File: config.mk
export PLATFORM = sky130hd
export DESIGN_NAME = dmem_port_arbiter
export DESIGN_NICKNAME = d
export VERILOG_FILES = /design/src/rtl/dmem_arb_pkg.sv /design/src/rtl/dmem_arb_sat_ctr.sv /design/src/rtl/dmem_port_arbiter.sv
export SDC_FILE = /design/constraint.sdc
export NUM_CORES = 1
export LEC_CHECK = 0
export ABC_AREA = 0
export CORE_AREA = 2 2 124 126
export CTS_CLUSTER_SIZE = 30
export DETAILED_ROUTE_END_ITERATION = 7
export DIE_AREA = 0 0 126 128
export GPL_ROUTABILITY_DRIVEN = 0
export SYNTH_ARGS = -nofsm -noshare
export SYNTH_HDL_FRONTEND = slang
export SYNTH_SLANG_ARGS = --single-unit
File: constraint.sdc
create_clock -name clk -period 2.7 [get_ports clk]
set_input_delay 0.54 -clock clk [delete_from_list [all_inputs] [get_ports clk]]
set_output_delay 0.54 -clock clk [all_outputs]
set_load 0.01 [all_outputs]
File: src/rtl/dmem_arb_pkg.sv
// Shared types for the data-memory port A arbiter: FSM states and the request bundle.
package dmem_arb_pkg;

    localparam int DMEM_AW = 30;

    typedef enum logic {
        ARB  = 1'b0,
        LOCK = 1'b1
    } arb_state_e;

    typedef struct packed {
        logic [3:0]         we;
        logic [DMEM_AW-1:0] addr;
        logic [31:0]        wdata;
    } dmem_req_t;

endpackage

File: src/rtl/dmem_arb_sat_ctr.sv
// Saturating up-counter with synchronous clear; holds at LIMIT.
module dmem_arb_sat_ctr #(
    parameter int           W     = 4,
    parameter logic [W-1:0] LIMIT = '1
) (
    input  logic         clk,
    input  logic         rst,
    input  logic         clr,
    input  logic         inc,
    output logic [W-1:0] cnt
);

    always_ff @(posedge clk) begin
        if (rst || clr)
            cnt <= '0;
        else if (inc && cnt != LIMIT)
            cnt <= cnt + 1'b1;
    end

endmodule

File: src/rtl/dmem_port_arbiter.sv
// CPU / debug arbiter for DataRam port A. Define DMEM_ARB_STATS_EN to build the
// conflict and forced-grant statistics counters; otherwise they read 0.
module dmem_port_arbiter
    import dmem_arb_pkg::*;
#(
    parameter int AW       = DMEM_AW,
    parameter int MAX_WAIT = 4,
    parameter int LOCK_MAX = 8
) (
    input  logic          clk,
    input  logic          rst,
    input  logic          cpu_req,
    input  logic [3:0]    cpu_we,
    input  logic [AW-1:0] cpu_addr,
    input  logic [31:0]   cpu_wdata,
    output logic          cpu_gnt,
    output logic          cpu_stall,
    output logic          cpu_rvalid,
    input  logic          dbg_req,
    input  logic [3:0]    dbg_we,
    input  logic [AW-1:0] dbg_addr,
    input  logic [31:0]   dbg_wdata,
    input  logic          dbg_lock,
    output logic          dbg_gnt,
    output logic          dbg_rvalid,
    output logic [3:0]    ram_wea,
    output logic [AW-1:0] ram_addra,
    output logic [31:0]   ram_dina,
    input  logic [31:0]   ram_douta,
    output logic [31:0]   ram_rdata,
    output logic [31:0]   stat_conflict,
    output logic [15:0]   stat_forced
);

    localparam int WW = $clog2(MAX_WAIT + 1);
    localparam int LW = $clog2(LOCK_MAX + 1);

    arb_state_e    state, state_next;
    logic [WW-1:0] wait_cnt;
    logic [LW-1:0] lock_cnt;
    logic          wait_full, lock_full;
    dmem_req_t     cpu_r, dbg_r, sel;

    assign wait_full = (wait_cnt == WW'(MAX_WAIT));
    assign lock_full = (lock_cnt == LW'(LOCK_MAX));

    always_ff @(posedge clk) begin
        if (rst)
            state <= ARB;
        else
            state <= state_next;
    end

    // Grants are decided in the request cycle; reset masks both so nothing reaches the RAM.
    always_comb begin
        state_next = state;
        cpu_gnt    = 1'b0;
        dbg_gnt    = 1'b0;
        if (!rst) begin
            case (state)
                ARB: begin
                    dbg_gnt = dbg_req & (~cpu_req | wait_full);
                    cpu_gnt = cpu_req & ~dbg_gnt;
                    if (dbg_gnt && dbg_lock)
                        state_next = LOCK;
                end
                LOCK: begin
                    dbg_gnt = dbg_req & ~(cpu_req & lock_full);
                    cpu_gnt = cpu_req & ~dbg_gnt;
                    if (!dbg_lock || !dbg_req || cpu_gnt)
                        state_next = ARB;
                end
                default: state_next = ARB;
            endcase
        end
    end

    assign cpu_stall = cpu_req & ~cpu_gnt;

    dmem_arb_sat_ctr #(.W(WW), .LIMIT(WW'(MAX_WAIT))) u_wait_ctr (
        .clk (clk),
        .rst (rst),
        .clr (dbg_gnt | ~dbg_req),
        .inc (dbg_req & ~dbg_gnt),
        .cnt (wait_cnt)
    );

    // The grant that enters LOCK counts toward the burst, so a full burst is LOCK_MAX grants.
    dmem_arb_sat_ctr #(.W(LW), .LIMIT(LW'(LOCK_MAX))) u_lock_ctr (
        .clk (clk),
        .rst (rst),
        .clr (state_next == ARB),
        .inc (dbg_gnt & dbg_lock & cpu_req),
        .cnt (lock_cnt)
    );

    assign cpu_r = '{we: cpu_we, addr: DMEM_AW'(cpu_addr), wdata: cpu_wdata};
    assign dbg_r = '{we: dbg_we, addr: DMEM_AW'(dbg_addr), wdata: dbg_wdata};
    assign sel   = dbg_gnt ? dbg_r : cpu_r;

    assign ram_wea   = (cpu_gnt | dbg_gnt) ? sel.we : 4'b0000;
    assign ram_addra = sel.addr[AW-1:0];
    assign ram_dina  = sel.wdata;
    assign ram_rdata = ram_douta;

    always_ff @(posedge clk) begin
        if (rst) begin
            cpu_rvalid <= 1'b0;
            dbg_rvalid <= 1'b0;
        end else begin
            cpu_rvalid <= cpu_gnt & (cpu_we == 4'b0000);
            dbg_rvalid <= dbg_gnt & (dbg_we == 4'b0000);
        end
    end

`ifdef DMEM_ARB_STATS_EN
    logic forced;
    // Only an ARB-state grant taken from a requesting CPU is a forced one.
    assign forced = (state == ARB) & dbg_gnt & cpu_req;

    dmem_arb_sat_ctr #(.W(32)) u_conflict_ctr (
        .clk (clk),
        .rst (rst),
        .clr (1'b0),
        .inc (cpu_req & dbg_req),
        .cnt (stat_conflict)
    );

    dmem_arb_sat_ctr #(.W(16)) u_forced_ctr (
        .clk (clk),
        .rst (rst),
        .clr (1'b0),
        .inc (forced),
        .cnt (stat_forced)
    );
`else
    assign stat_conflict = 32'd0;
    assign stat_forced   = 16'd0;
`endif

endmodule

Word-level counts from Yosys, hierarchy flattened
Index checks and enable logic that the tools add are counted.

Register bits after elaboration: 10. Output and inout port bits: 151. Input bits: 169.

Muxes and demuxes: 10. Reduce and logical (&&, ||, !) cells: 11. Eq/ne operators: 4. Bitwise logic cells: 23. Add/subtract/negate cells: 2.

Operators by type and width (count): two-way mux 66 bit (1); AND 1 bit (11); NOT 1 bit (9); logical NOT 4 bit (2); case mux 1 bit (2 select lines) (3); two-way mux 1 bit (5); adder 4 x 1 -> 4 bit (second input constant) (1); equality test 4 bit (second input constant) (1); logical OR 1 bit (4); two-way mux 4 bit (1); inequality test 4 bit (second input constant) (1); adder 3 x 1 -> 3 bit (second input constant) (1); equality test 3 bit (second input constant) (1); logical AND 1 bit (3); inequality test 3 bit (second input constant) (1); OR 1 bit (3); logical NOT 1 bit (2).

Longest topological paths before layout
Depth after elaboration: 12. Gate-level depth with buffers: 8. Gate-level depth less buffers: 6.

Cells and area by module
A second synthesis with hierarchy kept.

Cell total of the unflattened synthesis: 230. Area total of the unflattened synthesis: 2284.7 um^2.

Modules (own cells, without submodules): dmem_port_arbiter (area each 1871.8 um^2, sequential area each 60.1 um^2, instances 1, cells each 188); dmem_arb_sat_ctr (u_lock_ctr) (area each 224.0 um^2, sequential area each 80.1 um^2, instances 1, cells each 25); dmem_arb_sat_ctr (u_wait_ctr) (area each 188.9 um^2, sequential area each 60.1 um^2, instances 1, cells each 17).

Worst setup path after synthesis
No wires, ideal clock.

Kind: input-to-output. Start point: input cpu_req. End point: output ram_addra[0]. Buffers on the path: 3. Setup slack: 0.434 ns. Data arrival time: 1.726 ns. Stages on the path: 6. Cells stage by stage: buf_6 -> nor2b_4 -> a221o_1 -> buf_6 -> buf_12 -> mux2_4.

Word-level cells in the longest chain between the ends: 6.

RTL lines: start: declaration (line dmem_port_arbiter.sv:12) `input logic cpu_req,`; AND 1 bit / NOT 1 bit (equally long branches) (line dmem_port_arbiter.sv:68, dmem_port_arbiter.sv:62); NOT 1 bit / OR 1 bit (equally long branches) (line dmem_port_arbiter.sv:68, dmem_port_arbiter.sv:62); AND 1 bit (on tied branches) (line dmem_port_arbiter.sv:68, dmem_port_arbiter.sv:62); case mux 1 bit (2 select lines) (*) (line dmem_port_arbiter.sv:60) `case (state)`; two-way mux 1 bit (*) (line dmem_port_arbiter.sv:59) `if (!rst) begin`; two-way mux 66 bit (*) (line dmem_port_arbiter.sv:99) `assign sel = dbg_gnt ? dbg_r : cpu_r;`; end: declaration (line dmem_port_arbiter.sv:27) `output logic [AW-1:0] ram_addra,`.

Mark *: on every way between the ends. The rest lies on a longest branch, timed or not.

Worst setup path after layout
Start point: input cpu_req. End point: output ram_dina[19].

Word-level cells in the longest chain between the ends: 6.

RTL lines: AND 1 bit / NOT 1 bit (equally long branches) (line dmem_port_arbiter.sv:68, dmem_port_arbiter.sv:62); NOT 1 bit / OR 1 bit (equally long branches) (line dmem_port_arbiter.sv:68, dmem_port_arbiter.sv:62); AND 1 bit (on tied branches) (line dmem_port_arbiter.sv:68, dmem_port_arbiter.sv:62); case mux 1 bit (2 select lines) (*) (line dmem_port_arbiter.sv:60); two-way mux 1 bit (*) (line dmem_port_arbiter.sv:59); two-way mux 66 bit (*) (line dmem_port_arbiter.sv:99); end: declaration (line dmem_port_arbiter.sv:28) `output logic [31:0] ram_dina,`.

Marks and branches as above.

==> out/results.txt <==
The clock edge transition at the registers on the reported setup and hold paths is 40 ps, and the final clock skew is 2.40 ps. Once placement finished, the instance area stood at 0.00416 sq mm. Power spread over the standard cell area amounts to 239 mW/mm^2. For this run, design rule violations remaining after detail routing come to 0. TritonCTS built the clock tree. The tools report the total of fill cells in the finished design as 1523. Of the cells placed in the final design, the portion with a size suffix greater than 1 is 44.2%. The initial antenna violation count is 0, and the worst-case clock buffer depth is 2.

Final worst-path cycle share: 104%. The tools report the critical path startpoint category as an input pin. The final reports fail on negative setup slack. For this run, the number of Yosys warnings is 0. Half-perimeter wire length after placement: 7190 um. 320 I/O pins were placed. At the end of the flow the core is filled with cells to 32.3%. The logs give 36 for the post-synthesis cell type count and 3 for the number of buffers inserted during clock tree synthesis. Reg2reg setup slack: 800 ps. Number of standard cells after synthesis: 222. The number of global-route vias before repair was 2272. Setup violations remaining at the end of the flow were counted as 31.

The worst-case IR drop observed on VDD is 0.000194 V. The area of the placeable core was 0.0149 sq mm. The flow ran to the end, but the final reports show violations. The maximum net fanout on the critical path was 6.

The part of the Yosys area used for sequential elements was 8.81%; the number of flops mapped to enable cells by yosys was 0. For the total grt overflow, the log shows 0. The classification of the worst setup path is input pin to output pin.

Max-cap violations in this run came to 0. The number of antenna diodes in the final layout is 0. The violation count after the first detailed-route iteration was 20; the vertical die dimension was 128 um. For this block, the via count after detailed routing is 2277. Buffers placed on the I/O ports in this run total 207. The count of endpoints failing hold in the final timing report came out at 0. The max-slew violation total from the final report is 0, and the peak clock frequency supported by timing is 356 MHz.

Dividing the detail-routed via count by the number of cells gives 3.62. Once detail routing completed, the nets flagged for antenna violations numbered 0. The tools report the clock root buffer master as sky130_fd_sc_hd__clkbuf_16. Compared with the post-synthesis result, the final layout area differs by 111%. The tools report the largest net degree at the start of global routing as 8. In this run the critical register-to-register path is launched from u_lock_ctr.cnt[0]. After synthesis the cells add up to 0.00227 sq mm. Data on the critical path is required at its endpoint by 2160 ps.

The run gives 15.3% as the effective utilization at floorplan. Setup repair after global routing could not meet its margin everywhere. After routing the design area is 0.00480 sq mm. The final critical path time including I/O delays and setup is 2810 ps, and the length in cells of the worst reg-to-reg path is 8. The portion of synthesized cell area occupied by the leading cell type is 39.6%.

The tools report the critical path capture point type as an output pin. The logs give 2.36 nW for the static leakage and 10.1% for the global-route usage over all layers. Worst hold path class: flop to flop. Cell with the most instances after synthesis: sky130_fd_sc_hd__buf_4. In this run the critical register-to-register path is captured at u_lock_ctr.cnt[2].

From left edge to right edge, the die measures 126 um. Hold repair after CTS inserted 0 buffers. The run gives 45 as the row count.

After synthesis, the most frequently instantiated cells are sky130_fd_sc_hd__buf_4, sky130_fd_sc_hd__mux2_4, sky130_fd_sc_hd__dfxtp_1, sky130_fd_sc_hd__inv_1, sky130_fd_sc_hd__nand2_1. For this run, the leading register cell type out of synthesis is sky130_fd_sc_hd__dfxtp_1. Leaving out filler cells and counting taps, the final layout contains 629. STA puts the critical path data arrival time at 2270 ps.

The area of the die came out at 0.0161 sq mm. The critical path starts at cpu_req. The async set-or-reset flop fraction in the synthesized netlist was 0%; the per-instance average area after synthesis was 10.2 sq um.

The first global-routing pass estimated 12900 um of wire. At the later pin of the worst-skew pair, clock insertion delay measures 230 ps. The number of detailed-routing iterations run before antenna repair came out at 2. The post-place setup slack is -503 ps. Sorting the synthesized cells by area gives the leading types as sky130_fd_sc_hd__mux2_4, sky130_fd_sc_hd__buf_4, sky130_fd_sc_hd__dfxtp_1.

The run gives 1 as the number of H-tree levels. The biggest area contributor in the post-synthesis netlist is sky130_fd_sc_hd__mux2_4. Termination of the worst setup path: ram_dina[19].

The final wirelength was 9360 um; the number of clock sinks was 10. The number of synthesized register bits was 10. For the final-layout worst hold slack, the log shows 559 ps. In the final routed layout, each cell accounts on average for 14.9 um.

Once placement completed, the tool counted placed cells totaling 591. After the last flow step, the layout net total stands at 615. The tools report the worst-case setup margin in the final layout as -110 ps.
==> cell usage in the layout (no fill, tap or decap), types with 2 or more instances in the layout <==
master and n:
sky130_fd_sc_hd__nand4_1 2, sky130_fd_sc_hd__mux2_4 61, sky130_fd_sc_hd__buf_2 12, sky130_fd_sc_hd__dfxtp_1 8, sky130_fd_sc_hd__buf_4 18, sky130_fd_sc_hd__o21ai_0 2
sky130_fd_sc_hd__mux2i_1 5, sky130_fd_sc_hd__buf_12 6, sky130_fd_sc_hd__dfxtp_2 2, sky130_fd_sc_hd__inv_1 8, sky130_fd_sc_hd__nor3_1 5, sky130_fd_sc_hd__clkbuf_16 3
sky130_fd_sc_hd__nand3b_1 2, sky130_fd_sc_hd__inv_2 3, sky130_fd_sc_hd__nor2_1 2, sky130_fd_sc_hd__buf_16 6, sky130_fd_sc_hd__clkdlybuf4s50_1 136, sky130_fd_sc_hd__buf_6 71
sky130_fd_sc_hd__buf_8 3, sky130_fd_sc_hd__a211oi_1 2, sky130_fd_sc_hd__ha_1 3, sky130_fd_sc_hd__nand2_1 6, sky130_fd_sc_hd__conb_1 48, sky130_fd_sc_hd__dlygate4sd2_1 4
==> layer usage <==
| layer | share of wire [%] | global-route usage, % |
|---|---|---|
| met1 | 42 | 12.9 |
| met2 | 47 | 17.0 |
| met3 | 10 | 3.71 |
| met4 | 0.34 | 0.970 |
| met5 | 0 | 0 |
==> logic make-up after synthesis <==
kind of cell,after synthesis,synth area share [%]
compound gates,9,2.97
flops,10,8.81
mux,67,42.8
simple gates,29,7.43
fa+ha+maj,4,2.20
buf+inv,100,34.8
other cells,1,0.165
xor+xnor,2,0.771
==> registers in the layout, summed over array words and instances (netlist names) <==
| register | count |
|---|---|
| cpu_rvalid | 1 |
| state | 1 |
| u_lock_ctr.cnt | 4 |
| dbg_rvalid | 1 |
| u_wait_ctr.cnt | 3 |
==> power breakdown <==
group	switching (mW)	internal [mW]	total (mW)
Combinational	0.232	0.473	0.705
Sequential	0.00239	0.151	0.153
Clock	0.0654	0.222	0.288
==> stage by stage <==
step	total power [mW]	setup TNS, ps
2_1_floorplan	0.506	0
3_3_place_gp	0.773	-29120
3_5_place_dp	0.775	-30390
4_1_cts	1.15	-3700
5_1_grt	1.20	-4020
6_report	1.15	-2150
==> area by class of cell <==
class,instances,area (sq um),area share (%)
Sequential cell,10,203,4.22
Multi-Input combinational cell,159,1500,31.3
Clock buffer,4,88.8,1.85
Timing Repair Buffer,257,2730,56.9
Tap cell,188,235,4.90
Inverter,11,41.3,0.860
==> worst min path at each step <==
| stage | startpoint | endpoint | slack [ps] | cells after the start |
|---|---|---|---|---|
| after detailed placement | u_wait_ctr.cnt[2] | u_wait_ctr.cnt[2] | 550 | 2 |
| after global routing | u_wait_ctr.cnt[1] | u_wait_ctr.cnt[1] | 590 | 2 |
| after floorplan | u_lock_ctr.cnt[2] | u_lock_ctr.cnt[2] | 470 | 2 |
| final | u_wait_ctr.cnt[1] | u_wait_ctr.cnt[1] | 560 | 2 |
| after global placement | u_wait_ctr.cnt[1] | u_wait_ctr.cnt[1] | 520 | 2 |
| after CTS | u_wait_ctr.cnt[2] | u_wait_ctr.cnt[2] | 570 | 2 |
==> timing repair <==
item,CTS,global route
endpoints found under the hold margin,0,0
buffers inserted,25,5
setup endpoints to repair,67,67
cloned,5,0
pin swaps,3,1
resized for setup,365,8
==> critical path, cell delays in order <==
cell	delay (ps)
sky130_fd_sc_hd__clkdlybuf4s15_1	210
sky130_fd_sc_hd__nor2b_4	140
sky130_fd_sc_hd__a221o_4	520
sky130_fd_sc_hd__buf_4	180
sky130_fd_sc_hd__buf_16	130
sky130_fd_sc_hd__buf_12	120
sky130_fd_sc_hd__mux2_4	290
sky130_fd_sc_hd__buf_6	120
Power figures use the tool's default switching activity.
